[src/rtl/uart_tx_ctrl.sv]
// UART transmit controller: sequences start, data, optional parity and stop bits around an
// external serializer that supplies the data bits LSB first.
module uart_tx_ctrl #(
   parameter int unsigned DATA_WIDTH = 8
) (
   input  logic                  CLK,
   input  logic                  RST,
   input  logic                  DATA_VALID,
   input  logic [DATA_WIDTH-1:0] P_DATA,
   input  logic                  PAR_EN,
   input  logic                  PAR_TYP,
   input  logic                  ser_data,
   input  logic                  ser_done,
   output logic                  load,
   output logic                  ser_en,
   output logic                  TX_OUT,
   output logic                  Busy
);

   typedef enum logic [2:0] {
      StIdle,
      StStart,
      StData,
      StParity,
      StStop
   } state_e;

   state_e state_q, state_d;
   logic   par_q;
   logic   par_en_q;

   // State register; parity settings are captured only when a request is accepted.
   always_ff @(posedge CLK) begin
      if (!RST) begin
         state_q  <= StIdle;
         par_q    <= 1'b0;
         par_en_q <= 1'b0;
      end else begin
         state_q <= state_d;
         if (load) begin
            par_q    <= (^P_DATA) ^ PAR_TYP;
            par_en_q <= PAR_EN;
         end
      end
   end

   always_comb begin
      state_d = state_q;
      unique case (state_q)
         StIdle:   state_d = DATA_VALID ? StStart : StIdle;
         StStart:  state_d = StData;
         StData: begin
            if (ser_done) begin
               state_d = par_en_q ? StParity : StStop;
            end
         end
         StParity: state_d = StStop;
         StStop:   state_d = DATA_VALID ? StStart : StIdle;
         default:  state_d = StIdle;
      endcase
   end

   // Requests are accepted only in IDLE or STOP, and never while reset is asserted.
   always_comb begin
      load   = 1'b0;
      ser_en = 1'b0;
      TX_OUT = 1'b1;
      Busy   = 1'b1;
      unique case (state_q)
         StIdle: begin
            Busy = 1'b0;
            load = DATA_VALID & RST;
         end
         StStart:  TX_OUT = 1'b0;
         StData: begin
            ser_en = 1'b1;
            TX_OUT = ser_data;
         end
         StParity: TX_OUT = par_q;
         StStop:   load = DATA_VALID & RST;
         default: begin
            Busy = 1'b0;
         end
      endcase
   end

endmodule

[config.mk]
export PLATFORM = sky130hd
export DESIGN_NAME = uart_tx_ctrl
export DESIGN_NICKNAME = d
export VERILOG_FILES = /design/src/rtl/uart_tx_ctrl.sv
export SDC_FILE = /design/constraint.sdc
export NUM_CORES = 1
export LEC_CHECK = 0
export ABC_AREA = 1
export BUFFER_PORTS_ARGS = -buffer_cell sky130_fd_sc_hd__buf_2
export CORE_AREA = 2 2 39 41
export CTS_BUF_LIST = sky130_fd_sc_hd__clkbuf_8
export CTS_CLUSTER_DIAMETER = 200
export DETAILED_ROUTE_END_ITERATION = 10
export DIE_AREA = 0 0 41 43
export MAX_ROUTING_LAYER = met4
export PLACE_DENSITY = 0.69
export SETUP_SLACK_MARGIN = 0.2
export SYNTH_ARGS = -nofsm -noshare
export SYNTH_HDL_FRONTEND = slang
export SYNTH_SLANG_ARGS = --single-unit
[constraint.sdc]
create_clock -name CLK -period 1.1 [get_ports CLK]
set_clock_uncertainty 0.2 [all_clocks]
set_input_delay 0 -clock CLK [delete_from_list [all_inputs] [get_ports CLK]]
set_output_delay 0 -clock CLK [all_outputs]
set_load 0.005 [all_outputs]
# == Yosys cells after proc, flatten, opt, wreduce, memory -nomap -nowiden ==
# Cells that the tools add are included.
# word_totals
regBits,5
mem_count,0
romBits,0
out_inout_bits,4
ram_bits,0
latch_bits,0
elab_cells,22
input_bits,15
# classes
order_cmp,0
div,0
bitwise_logic,2
muxes,8
add_sub_neg,0
n_shift,0
n_reduce_logical,4
mul,0
n_eq_ne,5
# ops
operator,count
$pmux W3 S4,1
$reduce_xor A8 Y1,1
$eq A3 B2 Y1 const B,2
$mux W3,2
$mux W1,4
$reduce_or A4 Y1,1
$eq A3 B1 Y1 const B,1
$eq A3 B3 Y1 const B,1
$logic_not A3 Y1,1
$pmux W1 S3,1
$ne A2 B2 Y1 const B,1
$reduce_or A2 Y1,1
$and A1 B1 Y1,1
$xor A1 B1 Y1,1

# == Depth between registers and ports, before layout ==
# Gate-level depths: netlist of the first run.
# logic_depth
word_depth,3
mapped_depth,10

# == Worst setup path before layout of the first run ==
# OpenSTA, ideal clock, no wires.
# synth_timing
path_kind,reg-to-reg
start,register state_q[1]
end,register par_q
setup_ns,0.058
arrival_ns,0.821
stages_incl_launch_ff,6
synth_period_minus_slack_ns,1.079
required_ns,0.842
slack_ns,0.021
path_cell_list,dfxtp_1 > nor2_2 > nand2_1 > nor2_2 > nand3_1 > nand2_1
# synth_between
elab_chain_cells,3
word_cells_on_any_way,4
cone_classes,1 x eq/ne; 1 x mux; 2 x reduce/logical
# synth_lines
item,line_no,source
"start, declared",28,"state_e state_q, state_d;"
"start signal, assigned",35,state_q <= StIdle;
"start signal, assigned",39,state_q <= state_d;
$eq A3 B3 Y1 or $logic_not A3 Y1 (tied branches),69,unique case (state_q)
$reduce_or A2 Y1 (no source line) (*),--,
$mux W1 (*),--,
via load,14,"output logic load,"
"end signal, assigned",41,par_q <= (^P_DATA) ^ PAR_TYP;
"end, declared",29,logic par_q;
# Mark *: on every way through the listed nets, which the timed path passes. The rest lies on a longest branch.
# A chain may end at the register's enable or synchronous reset.

# == Final worst setup path of the first run ==
# layout_timing
start,register state_q[0]
end,output port Busy
# layout_between
elab_chain_cells,3
word_cells_on_any_way,6
cone_classes,4 x eq/ne; 1 x mux; 1 x reduce/logical
# layout_lines
item,line_no,source
$eq A3 B3 Y1 (tied with other cells),69,
$reduce_or A4 Y1 (no source line) (*),--,
$mux W1 (*),69,
"end, declared",17,output logic Busy
# Every way passes the cells marked *; elsewhere a longest branch is shown, timed or not.

==> qor.yml, run 1 <==
synth-seq-area-share_pct: 25.2
cp.depth: 4
synth_cell_type_count: 16
drive_gt1_share_pct: 47.3
num_vias: 477
power.density_nw_per_um2: 1190
design_area_um2: 657
setup_ws_ps: -158
drv_cap: 0
synth_nets: 81
cp_slowest_cell: "dfxtp_4"
slowest_delay_ps: 340
synthAdderAreaFrac_pct: 0
clk_pin_slew_ps: 40
gp_congestion: 0.657
port_buffers: 18
die_h_um: 43
rsz0062_at_grt: "yes"
place_ws_ps: -49.2
synth-simple-area-share_pct: 50.2
antennaDiodeCount: 0
finalPower_mw: 0.780
max-vdd-ir-drop_v: 0.000336
syn_area_um2: 397
finalCritPeriodShare_pct: 114
cts_tree: "done"
use_met2_pct: 25.0
finalHoldViolCount: 5
muxShareOfSynthArea_pct: 0
worstSetupEndpoint: "Busy"
fin_hold_ws_ps: -127
worst_pin_slew_ps: 209
synth-xor-area-share_pct: 4.42
rows: 14
area_growth_syn_to_layout_pct: 65.6
drt_wl_total_um: 977
setup_viol: 9
rr_startpoint: "state_q[1]"
grt_antenna_before_repair: 0
start_util_pct: 28.7
grt_use_met1_pct: 12.2
crit_fanout: 3
die_x_um: 41
dieArea_um2: 1760
clk_latency_ps: 220
grt_max_degree: 6
crit_start: "state_q[0]"
timing.rr.end: "state_q[1]"
grt_pass1_wl_um: 1610
drc: 0
core-area_um2: 1380
violations: "hold timing, setup timing"
critPathBufInv: 2
cp.required_ps: 900
critical_path_class: "reg -> out"
grtUsageMet3_pct: 0
synth_top_family_by_area: "simple AND/OR/NAND/NOR gates"
critPathTopFamily: "flip-flops"
synth_top_area_cell: "dfxtp_1"
reg2reg_depth: 6
synth-compound-area-share_pct: 6.94
p_leak_nw: 0.348
viasPerCell: 4.38
cp-end-kind: "output port"
numCtsBuffers: 3
yosysTopAreaCellShare_pct: 25.2
clockBufferDepth: 2
ant_nets: 0
io-pin-count: 19
placedCellCount: 101
ys_warn_count: 0
final_nets: 109
grt_pass1_vias: 454
syn_avg_cell_area_um2: 6.01
slew_headroom_pct: 86.0
routedWlPerCell_um: 8.96
final_util_pct: 47.5
fin_tns_setup_ps: -705
clockRootBuffer: "clkbuf_8"
fin_crit_ps: 1260
grt.total_usage_pct: 13.7
drv_slew: 0
fmax_mhz: 795
cts_sinks: 5
start_kind: "flip-flop"
drt_iter0_drc: 3
synth-seq-cells: 5
path_cells: "nor2_4 > buf_6 > xor2_1 > buf_2"
postPlaceCellArea_um2: 520
busiest_layer: "met2"
drtPass1Iterations: 2
synth_cells: 66
hold_path.class: "in -> reg"
synth_area_leaders: "dfxtp_1, nand2_1, inv_1"
cts_htree_levels: 1
dp_hpwl_um: 734
r2r_slack_ps: -70
status: "finished with violations"
final_cells: 109
grt_overflow: 0
cp.arrival_ps: 1060
cts_hold_buf: 2
==> synth_stat cells (all sizes together) <==
master / instances
a211oi: 1
a21oi: 1
dfxtp: 5
inv: 14
nand2: 20
nand3: 7
nor2: 9
nor3: 4
o21ai: 3
xor2: 2
==> cells by family (layout without fill, tap and decap cells) <==
family          count (synthesis)  in the layout
simple gates                   40             40
buf+inv                        14             41
compound gates                  5              5
flops                           5              5
xor+xnor                        2              2
==> cell type report <==
cell class              count  area [um^2]
clock buffers               3         41.3
fillers                   152          727
clock inverters             1         3.75
flip-flops and latches      5          109
well taps                  16         20.0
inverters                  14         57.6
repair buffers             23          146
multi-input cells          47          279
==> where the power goes <==
group | switching [mW] | internal, mW
logic | 0.122 | 0.113
clock network | 0.0909 | 0.239
registers | 0.0160 | 0.199
total | 0.229 | 0.551
==> state kept, by name, indices dropped and copies added, names as in the netlist <==
name	count
state_q	3
par_en_q	1
par_q	1
==> per-layer routing <==
layer / share of wire, % / vias up
li1: - / 257
met3: 6.0 / 2
met1: 34 / 202
met5: 0 / -
met4: 1.8 / 0
met2: 58 / 16
==> how the worst min path moves through the flow <==
stage | slack [ps] | startpoint | cells after the start | to
final | -130 | ser_done | 3 | state_q[2]
after floorplan | -80 | DATA_VALID | 2 | load
after detailed placement | 50 | RST | 3 | par_q
after global routing | -100 | ser_done | 3 | state_q[2]
after global placement | 50 | RST | 3 | par_q
after CTS | -110 | DATA_VALID | 3 | state_q[0]
==> worst reg2reg max path, cell delays in order (launching register included) <==
cell and delay [ps]:
dfxtp_4 370, inv_4 40, nor2_4 120, nand2_4 90, nor2_4 130, nor3_2 60
nor2_1 80
==> what timing repair did <==
item,CTS,global route
pin swaps,3,1
setup endpoints to repair,9,9
setup buffers,1,1
hold endpoints to repair,5,4
gates resized for setup,9,7
==> layout by cell type, fill, tap and decap left out, drive strengths merged <==
cell         count
a211oi           1
a21oi            1
buf             21
clkbuf           3
dfxtp            5
dlygate4sd3      2
inv             15
nand2           20
nand3            7
nor2             9
nor3             4
o21ai            3
xor2             2
Power figures use the tool's default switching activity.
==> run 2, diff against run 1 <==
- SKIP_CTS_REPAIR_TIMING: not set -> 1
==> run 2 against run 1 <==
The flow still finishes with violations (hold timing, setup timing). Cell count shrank 3.7%. Clock power is essentially flat. Count of clock-buffer cells in the layout stayed put. Fmax increased by 0.30%. Worst hold slack got worse by 40 ps. Global-route usage shrank 0.92 points. Cell area down 11%. Routed wire length is 12% lower. Sequential cell count unchanged. Critical endpoint unchanged. Largest power group unchanged.
==> qor.yml, run 2 (same netlist as run 1, synthesis figures left out) <==
drive_gt1_share_pct: 42.7
cts_htree_levels: 1
routedWlPerCell_um: 8.14
clk_pin_slew_ps: 40
slowest_delay_ps: 340
drt_wl_total_um: 855
finalCritPeriodShare_pct: 114
hold_path.class: "in -> reg"
worstSetupEndpoint: "Busy"
die_h_um: 43
dieArea_um2: 1760
num_vias: 446
fin_tns_setup_ps: -658
drv_slew: 0
busiest_layer: "met2"
rows: 14
power.density_nw_per_um2: 1270
core-area_um2: 1380
grt.total_usage_pct: 12.7
grtUsageMet3_pct: 0
path_cells: "nor2_4 > buf_4 > xor2_1 > buf_2"
setup_ws_ps: -155
fmax_mhz: 797
viasPerCell: 4.25
antennaDiodeCount: 0
fin_crit_ps: 1250
grt_antenna_before_repair: 0
largest_register_ffs: 3
numCtsBuffers: 3
mostFrequentLayoutCells: "nand2_1, buf_2, inv_1"
p_leak_nw: 0.326
placedCellCount: 101
timing.rr.end: "state_q[1]"
dp_hpwl_um: 734
drc: 0
cts_sinks: 5
finalHoldViolCount: 5
cp.depth: 4
drtPass1Iterations: 2
top_register: "state_q"
status: "finished with violations"
setup_viol: 7
crit_start: "state_q[1]"
drt_iter0_drc: 5
critPathBufInv: 2
grt_use_met1_pct: 11.2
final_cells: 105
reg2reg_depth: 6
start_kind: "flip-flop"
top_regs: "state_q x3, par_en_q x1, par_q x1"
ant_nets: 0
grt_overflow: 0
slew_headroom_pct: 87.3
grt_pass1_vias: 433
critical_path_class: "reg -> out"
worst_pin_slew_ps: 191
gp_congestion: 0.657
final_nets: 105
drv_cap: 0
max-vdd-ir-drop_v: 0.000339
cp_slowest_cell: "dfxtp_2"
start_util_pct: 28.7
cp.required_ps: 900
port_buffers: 18
cp-end-kind: "output port"
fin_hold_ws_ps: -167
grt_max_degree: 6
rsz0062_at_grt: "yes"
clk_latency_ps: 220
clockBufferDepth: 2
violations: "hold timing, setup timing"
crit_fanout: 3
r2r_slack_ps: -70
use_met2_pct: 23.1
cp.arrival_ps: 1050
clockRootBuffer: "clkbuf_8"
grt_pass1_wl_um: 1500
io-pin-count: 19
die_x_um: 41
area_growth_syn_to_layout_pct: 47.0
cts_tree: "done"
rr_startpoint: "state_q[1]"
critPathTopFamily: "flip-flops"
## run 2: through the flow
stage	area [um^2]	power, mW	setup WS [ps]	util [%]	hold slack [ps]
final	583	0.739	-155	42.1	-167
after global routing	583	0.788	-223	42.1	-130
after CTS	566	0.739	-210	40.9	-166
after detailed placement	520	0.402	-49.2	37.6	47.9
after global placement	520	0.395	-12.5	37.6	50.0
after floorplan	403	0.329	45.4	-	-83.5
## run 2: per-layer routing
metal  vias to the layer above  wire, um
met1                       181       301
met4                         0        18
met5                         -         0
li1                        247         -
met2                        16       474
met3                         2        60
## run 2: how the worst min path moves through the flow
stage,start,to,cells past startpoint
2_1_floorplan,DATA_VALID,load,2
3_3_place_gp,RST,par_q,3
3_5_place_dp,RST,par_q,3
4_1_cts,RST,par_q,3
5_1_grt,RST,par_q,3
6_report,RST,par_q,3
## run 2: area by class of cell
cell class / count / area (um^2)
fill: 157 / 801
clock buffer: 3 / 41.3
inverter: 14 / 52.6
tap: 16 / 20.0
sequential: 5 / 104
timing repair buffer: 19 / 97.6
clock inverter: 1 / 3.75
multi-input combinational: 47 / 264
## run 2: worst reg2reg max path, stage by stage, from the launching register on
cell     delay (ps)
dfxtp_2         360
inv_2            60
nor2_4          120
nand2_4          90
nor2_4          110
nor3_1           60
nor2_1           90
## run 2: power by group
group | leakage [nW] | switching (mW) | total, mW | internal, mW
Sequential | 0.0423 | 0.0155 | 0.216 | 0.201
Combinational | 0.257 | 0.106 | 0.192 | 0.0864
Clock | 0.0269 | 0.0918 | 0.331 | 0.239
==> run 3, diff against run 2 <==
- PLACE_DENSITY: 0.69 -> 0.67
- SLEW_MARGIN: not set -> 5
- clock period: 1.1 -> 1.4 ns (I/O delays scaled with it)
==> run 3 against run 2 <==
The flow finishes with violations (hold timing). Largest cell class unchanged. Clock power is 22% lower. Critical path depth stayed put. Count of clock-buffer cells in the layout stayed put. Cell area is 6.9% higher. Via count is 9.0% higher. Register-to-register slack better by 350 ps.
==> qor.yml, run 3 (same netlist as run 1, synthesis figures left out) <==
max-vdd-ir-drop_v: 0.000310
core-area_um2: 1380
hold_path.class: "in -> reg"
fin_tns_setup_ps: 0
grt_max_degree: 6
grt_overflow: 0
slew_headroom_pct: 88.4
drv_cap: 0
start_util_pct: 28.7
p_clk_share_pct: 44.3
crit_fanout: 4
fin_crit_ps: 1220
die_x_um: 41
final_util_pct: 45.0
drc: 0
fin_hold_ws_ps: -41.7
cts_sinks: 5
hp-start: "RST"
clk_pin_slew_ps: 30
fmax_mhz: 820
switching_power_mw: 0.161
final_nets: 109
p_seq_share_pct: 29.2
cp-end-kind: "output port"
gp_congestion: 0.650
io-pin-count: 19
combPwrFrac_pct: 26.5
crit_start: "state_q[0]"
start_kind: "flip-flop"
drv_slew: 0
viasPerCell: 4.46
finalCritPeriodShare_pct: 87.1
die_h_um: 43
clk_latency_ps: 220
cp.required_ps: 1200
violations: "hold timing"
rr_startpoint: "state_q[2]"
grt.total_usage_pct: 11.5
final_common_cell: "nand2_1"
internal-power_mw: 0.419
dp_hpwl_um: 687
grt_antenna_before_repair: 0
status: "finished with violations"
rows: 14
routedWlPerCell_um: 7.99
cts_tree: "done"
clockRootBuffer: "clkbuf_8"
clockBufferDepth: 2
worst_pin_slew_ps: 172
setup_viol: 0
critical_path_class: "reg -> out"
drive_gt1_share_pct: 37.6
cts_htree_levels: 1
drt_wl_total_um: 871
port_buffers: 18
top_regs: "state_q x3, par_en_q x1, par_q x1"
grt_pass1_wl_um: 1350
area_growth_syn_to_layout_pct: 57.1
num_vias: 486
power.density_nw_per_um2: 932
rsz0062_at_grt: "yes"
mostFrequentLayoutCells: "nand2_1, buf_2, inv_1"
numCtsBuffers: 3
sw_frac_of_total_pct: 27.8
finalHoldViolCount: 1
drtPass1Iterations: 4
top_register: "state_q"
grt_pass1_vias: 396
p_leak_nw: 0.340
drt_iter0_drc: 4
ant_nets: 0
cp.arrival_ps: 1020
antennaDiodeCount: 0
largest_register_ffs: 3
dieArea_um2: 1760
## run 3: stage by stage
stage               cell area, um^2  std cells  setup slack [ps]  power [mW]
floorplan                       397         66               321       0.256
global placement                507        100               262       0.302
detailed placement              507        100               263       0.304
CTS                             552        104               100       0.567
global route                    623        109               110       0.623
finish                          623        109               181       0.580
## run 3: area by class of cell
class / instances / area (um^2)
clock buffer: 3 / 41.3
clock inverter: 1 / 3.75
fill: 153 / 761
inverter: 14 / 55.1
multi-input combinational: 47 / 251
sequential: 5 / 105
tap: 16 / 20.0
timing repair buffer: 23 / 146
## run 3: path summary, 6_finish.rpt
| path | slack, ps | end | depth (start not counted) |
|---|---|---|---|
| worst min-delay path | -40 | par_q | 5 |
| worst min register to register | 290 | par_q | 2 |
| worst max-delay path | 180 | load | 4 |
| worst max register to register | 280 | state_q[1] | 5 |
## run 3: power groups by stage
stage,combinational [mW],sequential (mW),clock (mW)
floorplan,0.0892,0.166,0
global placement,0.134,0.168,0
detailed placement,0.136,0.169,0
CTS,0.136,0.167,0.264
global route,0.179,0.171,0.273
finish,0.154,0.169,0.257
## run 3: worst max-delay path, stage by stage (launching register included)
cell and delay (ps):
dfxtp_2 340, nor2_4 150, nand2_2 90, nor2_2 100, buf_2 120
## run 3: routing by layer
metal	vias to the layer above	part of all wire [%]	GRT usage, %
met5	-	0	-
met3	2	4.7	1.57
li1	259	-	-
met4	0	1.6	10.0
met2	19	52	16.9
met1	206	42	12.8
